<file path="config.mk">
export PLATFORM = sky130hd
export DESIGN_NAME = frame_update_sequencer
export DESIGN_NICKNAME = d
export VERILOG_FILES = /design/src/rtl/frame_update_sequencer_pkg.sv /design/src/rtl/frame_update_sequencer_rise_edge_pulse.sv /design/src/rtl/frame_update_sequencer.sv
export SDC_FILE = /design/constraint.sdc
export NUM_CORES = 1
export LEC_CHECK = 0
export BUFFER_PORTS_ARGS = -buffer_cell sky130_fd_sc_hd__buf_2
export CELL_PAD_IN_SITES_DETAIL_PLACEMENT = 1
export CELL_PAD_IN_SITES_GLOBAL_PLACEMENT = 2
export CORE_MARGIN = 3
export CORE_UTILIZATION = 36
export DETAILED_ROUTE_END_ITERATION = 6
export PLACE_DENSITY_LB_ADDON = 0.1
export SETUP_SLACK_MARGIN = 0.4
export SLEW_MARGIN = 10
export SYNTH_ARGS = -nofsm -noshare
export SYNTH_HDL_FRONTEND = slang
export SYNTH_HIERARCHICAL = 1
export SYNTH_SLANG_ARGS = --single-unit
</file>
<file path="constraint.sdc">
create_clock -name clk_in -period 2.9 [get_ports clk_in]
set_clock_uncertainty 0.1 [all_clocks]
set_input_delay 0.145 -clock clk_in [delete_from_list [all_inputs] [get_ports clk_in]]
set_output_delay 0.145 -clock clk_in [all_outputs]
set_load 0.005 [all_outputs]
</file>
<file path="src/rtl/frame_update_sequencer_pkg.sv">
// Shared state encoding and phase indices for the frame update sequencer.
package pong_seq_pkg;

  localparam int NUM_PHASES = 4;
  localparam int PH_PADDLE  = 0;
  localparam int PH_BALL    = 1;
  localparam int PH_COLLIDE = 2;
  localparam int PH_SCORE   = 3;

  typedef enum logic [2:0] {
    IDLE    = 3'd0,
    PADDLE  = 3'd1,
    BALL    = 3'd2,
    COLLIDE = 3'd3,
    SCORE   = 3'd4
  } seq_state_e;

  // Start strobe pattern presented on the first cycle of a phase state.
  function automatic logic [NUM_PHASES-1:0] phase_onehot(input seq_state_e s);
    logic [NUM_PHASES-1:0] oh;
    oh = '0;
    case (s)
      PADDLE:  oh[PH_PADDLE]  = 1'b1;
      BALL:    oh[PH_BALL]    = 1'b1;
      COLLIDE: oh[PH_COLLIDE] = 1'b1;
      SCORE:   oh[PH_SCORE]   = 1'b1;
      default: oh = '0;
    endcase
    return oh;
  endfunction

endpackage

</file>
<file path="src/rtl/frame_update_sequencer_rise_edge_pulse.sv">
// Registered rising-edge detector; RST_VAL preloads the previous sample so a
// signal already high at reset release does not produce a pulse.
module rise_edge_pulse #(
  parameter logic RST_VAL = 1'b1
) (
  input  logic clk_in,
  input  logic rst_n,
  input  logic sig,
  output logic pulse
);

  logic prev;

  always_ff @(posedge clk_in or negedge rst_n) begin
    if (!rst_n) begin
      prev  <= RST_VAL;
      pulse <= 1'b0;
    end else begin
      prev  <= sig;
      pulse <= sig & ~prev;
    end
  end

endmodule

</file>
<file path="src/rtl/frame_update_sequencer.sv">
// Per-frame game update scheduler: paddle -> ball -> collide -> score.
// Optional per-phase watchdog enabled by defining SEQ_WATCHDOG_EN.
module frame_update_sequencer
  import pong_seq_pkg::*;
#(
  parameter int TIMEOUT_CYCLES = 4096,
  parameter int OVR_W          = 8,
  parameter int FRM_W          = 16
) (
  input  logic                  clk_in,
  input  logic                  rst_n,
  input  logic                  frame_clk_in,
  input  logic                  enable,
  input  logic [NUM_PHASES-1:0] phase_done,
  output logic [NUM_PHASES-1:0] phase_start,
  output logic                  frame_pulse,
  output logic                  busy,
  output logic [OVR_W-1:0]      overrun_cnt,
  output logic [FRM_W-1:0]      frame_count,
  output logic                  timeout_flag
);

  seq_state_e state;
  seq_state_e adv_state;
  logic       cur_done;
  logic       wd_expire;

  rise_edge_pulse #(.RST_VAL(1'b1)) u_frame_edge (
    .clk_in (clk_in),
    .rst_n  (rst_n),
    .sig    (frame_clk_in),
    .pulse  (frame_pulse)
  );

  assign busy = (state != IDLE);

  // Only the done bit of the active phase matters.
  always_comb begin
    cur_done  = 1'b0;
    adv_state = IDLE;
    case (state)
      PADDLE:  begin cur_done = phase_done[PH_PADDLE];  adv_state = BALL;    end
      BALL:    begin cur_done = phase_done[PH_BALL];    adv_state = COLLIDE; end
      COLLIDE: begin cur_done = phase_done[PH_COLLIDE]; adv_state = SCORE;   end
      SCORE:   begin cur_done = phase_done[PH_SCORE];   adv_state = IDLE;    end
      default: begin cur_done = 1'b0;                   adv_state = IDLE;    end
    endcase
  end

`ifdef SEQ_WATCHDOG_EN
  localparam int WAIT_W = $clog2(TIMEOUT_CYCLES) + 1;
  logic [WAIT_W-1:0] wait_cnt;
  assign wd_expire = busy && (wait_cnt == WAIT_W'(TIMEOUT_CYCLES - 1));
`else
  assign wd_expire    = 1'b0;
  assign timeout_flag = 1'b0;
`endif

  always_ff @(posedge clk_in or negedge rst_n) begin
    if (!rst_n) begin
      state       <= IDLE;
      phase_start <= '0;
      overrun_cnt <= '0;
      frame_count <= '0;
`ifdef SEQ_WATCHDOG_EN
      wait_cnt     <= '0;
      timeout_flag <= 1'b0;
`endif
    end else begin
      phase_start <= '0;
      // A frame landing on the SCORE->IDLE cycle still sees busy and is dropped.
      if (frame_pulse && busy && (overrun_cnt != {OVR_W{1'b1}}))
        overrun_cnt <= overrun_cnt + 1'b1;
`ifdef SEQ_WATCHDOG_EN
      if (busy) wait_cnt <= wait_cnt + 1'b1;
`endif
      if (state == IDLE) begin
        if (frame_pulse && enable) begin
          state       <= PADDLE;
          phase_start <= phase_onehot(PADDLE);
`ifdef SEQ_WATCHDOG_EN
          wait_cnt    <= '0;
`endif
        end
      end else if (cur_done) begin
        state       <= adv_state;
        phase_start <= phase_onehot(adv_state);
        if (state == SCORE) frame_count <= frame_count + 1'b1;
`ifdef SEQ_WATCHDOG_EN
        wait_cnt    <= '0;
`endif
      end else if (wd_expire) begin
        state <= IDLE;
`ifdef SEQ_WATCHDOG_EN
        wait_cnt     <= '0;
        timeout_flag <= 1'b1;
`endif
      end
    end
  end

endmodule

</file>
==> summary.md <==
| Metric | Value |
|---|---|
| Status | complete, no violations |
| Die H | roughly 71 um |
| H-Tree Depth | 2 |
| Top FF cell, synth | dfrtp_1 |
| CTS tree | yes |
| P&R area growth vs syn | 20.2% |
| Most frequent cells in the layout | 37 x buf_2, 32 x dfrtp_1, 16 x xnor2_1 |
| Reg2reg path depth | 5 |
| Ratio of cells with drive above 1 in the final layout | roughly 33% |
| Hold_sp | phase_done[1] |
| Required time of the critical path | about 3 ns |
| Post-synth top area share | about 52% |
| Post-synthesis cell area | between 1500 and 2000 sq um |
| Synthesized area per cell | about 12 sq um |
| Clk slew on worst S/H paths | 0.06 ns |
| Sequential-to-total area share from yosys stat | around 54% |
| Largest stage delay, worst path | just under 0.4 ns |
| Setup violators final | 0 |
| IO Count | 39 |
| Final TNS setup | 0 ns |
| Pwr per Cell Area | about 750 nW/um^2 |
| Critical Path AT | 1.88 ns |
| Yosys cell types | 41 |
| Register Area | 827 sq um |
| First-iteration detailed-routing DRC count | 32 |
| Synth Register Bits | 33 |
| Top delay family on crit path | simple AND/OR/NAND/NOR gates |
| Crit path kind | flip-flop to flip-flop |
| Clk sinks | 33 |
| Pleak | 0.000896 uW |
| Post-route DRC | 0 |
| Setup crit end kind | flip-flop |
| Post-Route WL | between 3000 and 4000 um |
| Worst setup SP type | flip-flop |
| WP buf/inv | 0 |
| EDFF count, synth | 0 |
| Vias in the first global route | approximately 1100 |
| Worst Path Max Fanout | 5 |
| ANT cells | 0 |
| Slowest cell on the critical path | dfrtp_1 |
| Core area | between 4000 and 5000 sq um |
| RSZ-0062 raised after global routing | false |
| WL/cell | approximately 15 um |
| Num CTS Buffers | 5 |
| Clock Latency Late Sink | 0.28 ns |
| Reg2reg end | overrun_cnt[6] |
| Worst r2r src | overrun_cnt[1] |
| Worst slew pin tran | about 0.73 ns |
| Yosys top cell by area | dfrtp_1 |
| Syn nets | around 140 |
| Layout Utilization | a little under half |
| Reg2Reg Setup Slack | ~1.1 ns |
| Worst IR drop on VDD | 0.000293 V |
| FP Rows | 23 |
| TritonRoute pass-1 iters | 3 |
| Max_slew headroom | 51.4% |
| Clock Path Buffers | 2 |
| Hold Fails Final Rpt | 0 |
| Synth top area cells | dfrtp_1 52%, xnor2_1 9.1%, nand4_1 3.2% |
| Period minus WS final | approximately 1.8 ns |
| Hold endpoint | phase_start[2] |
| Root buf cell | clkbuf_8 |
| GRT Util Overall | 14.3% |
| Area occupied by multi-input gates | around 660 sq um |
| Vias per inst | about 5.0 |
| FFs w/ async S/R, synth | 100% |
| Nets | roughly 180 |
| DPL Wire Length | around 2500 um |
| Initial Utilization | ~38% |
| Post-Synthesis Cells | ~130 |
| Hold Path Class | input port to flip-flop |
| WHS Path Cells | 3 |
| Fillcell total | about 460 |
| Placer congestion estimate | around 0.72 |
| Die X-Extent | a little over 70 um |
| Fmax | 550 MHz |
| Slew Viols, Final | 0 |
| Warnings from Yosys | 6 |
| Worst-path cell chain | ha_1 > nand3_1 > nor3b_1 > and3_1 > mux2_1 |
| Initial antenna violation count | 0 |
| Largest net degree at the start of global routing | 34 |
| Final period util | a little over three fifths |
| DRT antenna net count | 0 |
| DR vias | about 1100 |
| Input/output buffers | 37 |
| Grt total ovfl | 0 |
| Commonest non-fill, non-tap cell in the layout | buf_2 |
| Max Cap Violations | 0 |
| Die footprint | roughly 5100 sq um |
| First-pass GRT wire length | ~5600 um |
state kept, by name (all words and copies together) (netlist names):
name	cells
state	3
overrun_cnt	8
phase_start	4
u_frame_edge/prev	1
u_frame_edge/pulse	1
frame_count	16
final cells by class:
type	instances	share of cell area, %
multi-input cells	87	35.4
flip-flops and latches	33	44.6
well taps	50	3.38
clock buffers	8	4.86
inverters	3	0.608
repair buffers	39	11.1
what timing repair did:
action	4_1_cts	5_1_grt
setup buffers	0	0
hold endpoints to repair	34	0
hold buffers	2	0
endpoints found under the setup margin	0	0
gates resized for setup	0	0
report_power, final:
group          leakage [uW]  switching (uW)  internal [uW]  total, uW
clock             0.0000455             155            193        348
sequential         0.000435             149            552        701
combinational      0.000415             155            190        345
kinds of logic after synthesis:
kind of cell,count (synthesis),synth area share [%]
mux,4,2.92
simple gates,50,22.0
flops,33,53.7
other cells,1,0.243
compound gates,13,6.17
fa+ha+maj,2,1.62
xor+xnor,17,9.66
buf+inv,8,3.73
Yosys cell counts (2+ instances only):
library cell / instances
nor2_1: 5
xnor2_1: 16
and3_1: 5
inv_1: 3
o21ai_0: 3
a31oi_1: 2
ha_1: 2
buf_6: 3
nand2_1: 12
mux2_2: 3
dfrtp_1: 32
nand4_1: 8
nand3_1: 6
worst max path at each step:
stage	startpoint	end	slack, ns	cells after the start
3_5_place_dp	overrun_cnt[1]	overrun_cnt[6]	1.08	5
6_report	overrun_cnt[1]	overrun_cnt[6]	1.08	5
2_1_floorplan	overrun_cnt[0]	overrun_cnt[6]	1.22	5
4_1_cts	overrun_cnt[1]	overrun_cnt[6]	1.06	5
3_3_place_gp	overrun_cnt[0]	overrun_cnt[6]	1.17	5
5_1_grt	overrun_cnt[1]	overrun_cnt[6]	0.96	5
per-layer routing:
layer  track usage, %  vias to the layer above  part of all wire, %
li1                 -                      531                    -
met1             16.7                      538                   45
met4             6.26                        0                  1.8
met2             23.9                       31                   48
met5                0                        -                    0
met3             4.77                        8                  5.7
stage by stage:
| stage | setup WS [ns] | power (uW) | std cells | hold slack, ns | area [sq um] |
|---|---|---|---|---|---|
| 2_1_floorplan | 1.22 | 943 | 128 | -0.251 | 1540 |
| 3_3_place_gp | 1.17 | 1030 | 210 | 0.145 | 1740 |
| 3_5_place_dp | 1.08 | 1060 | 210 | 0.155 | 1740 |
| 4_1_cts | 1.06 | 1420 | 220 | 0.00653 | 1850 |
| 5_1_grt | 0.962 | 1490 | 220 | 0.0150 | 1850 |
| 6_report | 1.08 | 1390 | 220 | 0.0220 | 1850 |
worst register-to-register path, stage by stage, from the launching register on:
cell and delay (ns):
dfrtp_1 0.39, ha_1 0.21, nand3_1 0.19, nor3b_1 0.30, and3_1 0.20, mux2_1 0.32
(Power assumes the default switching activity.)
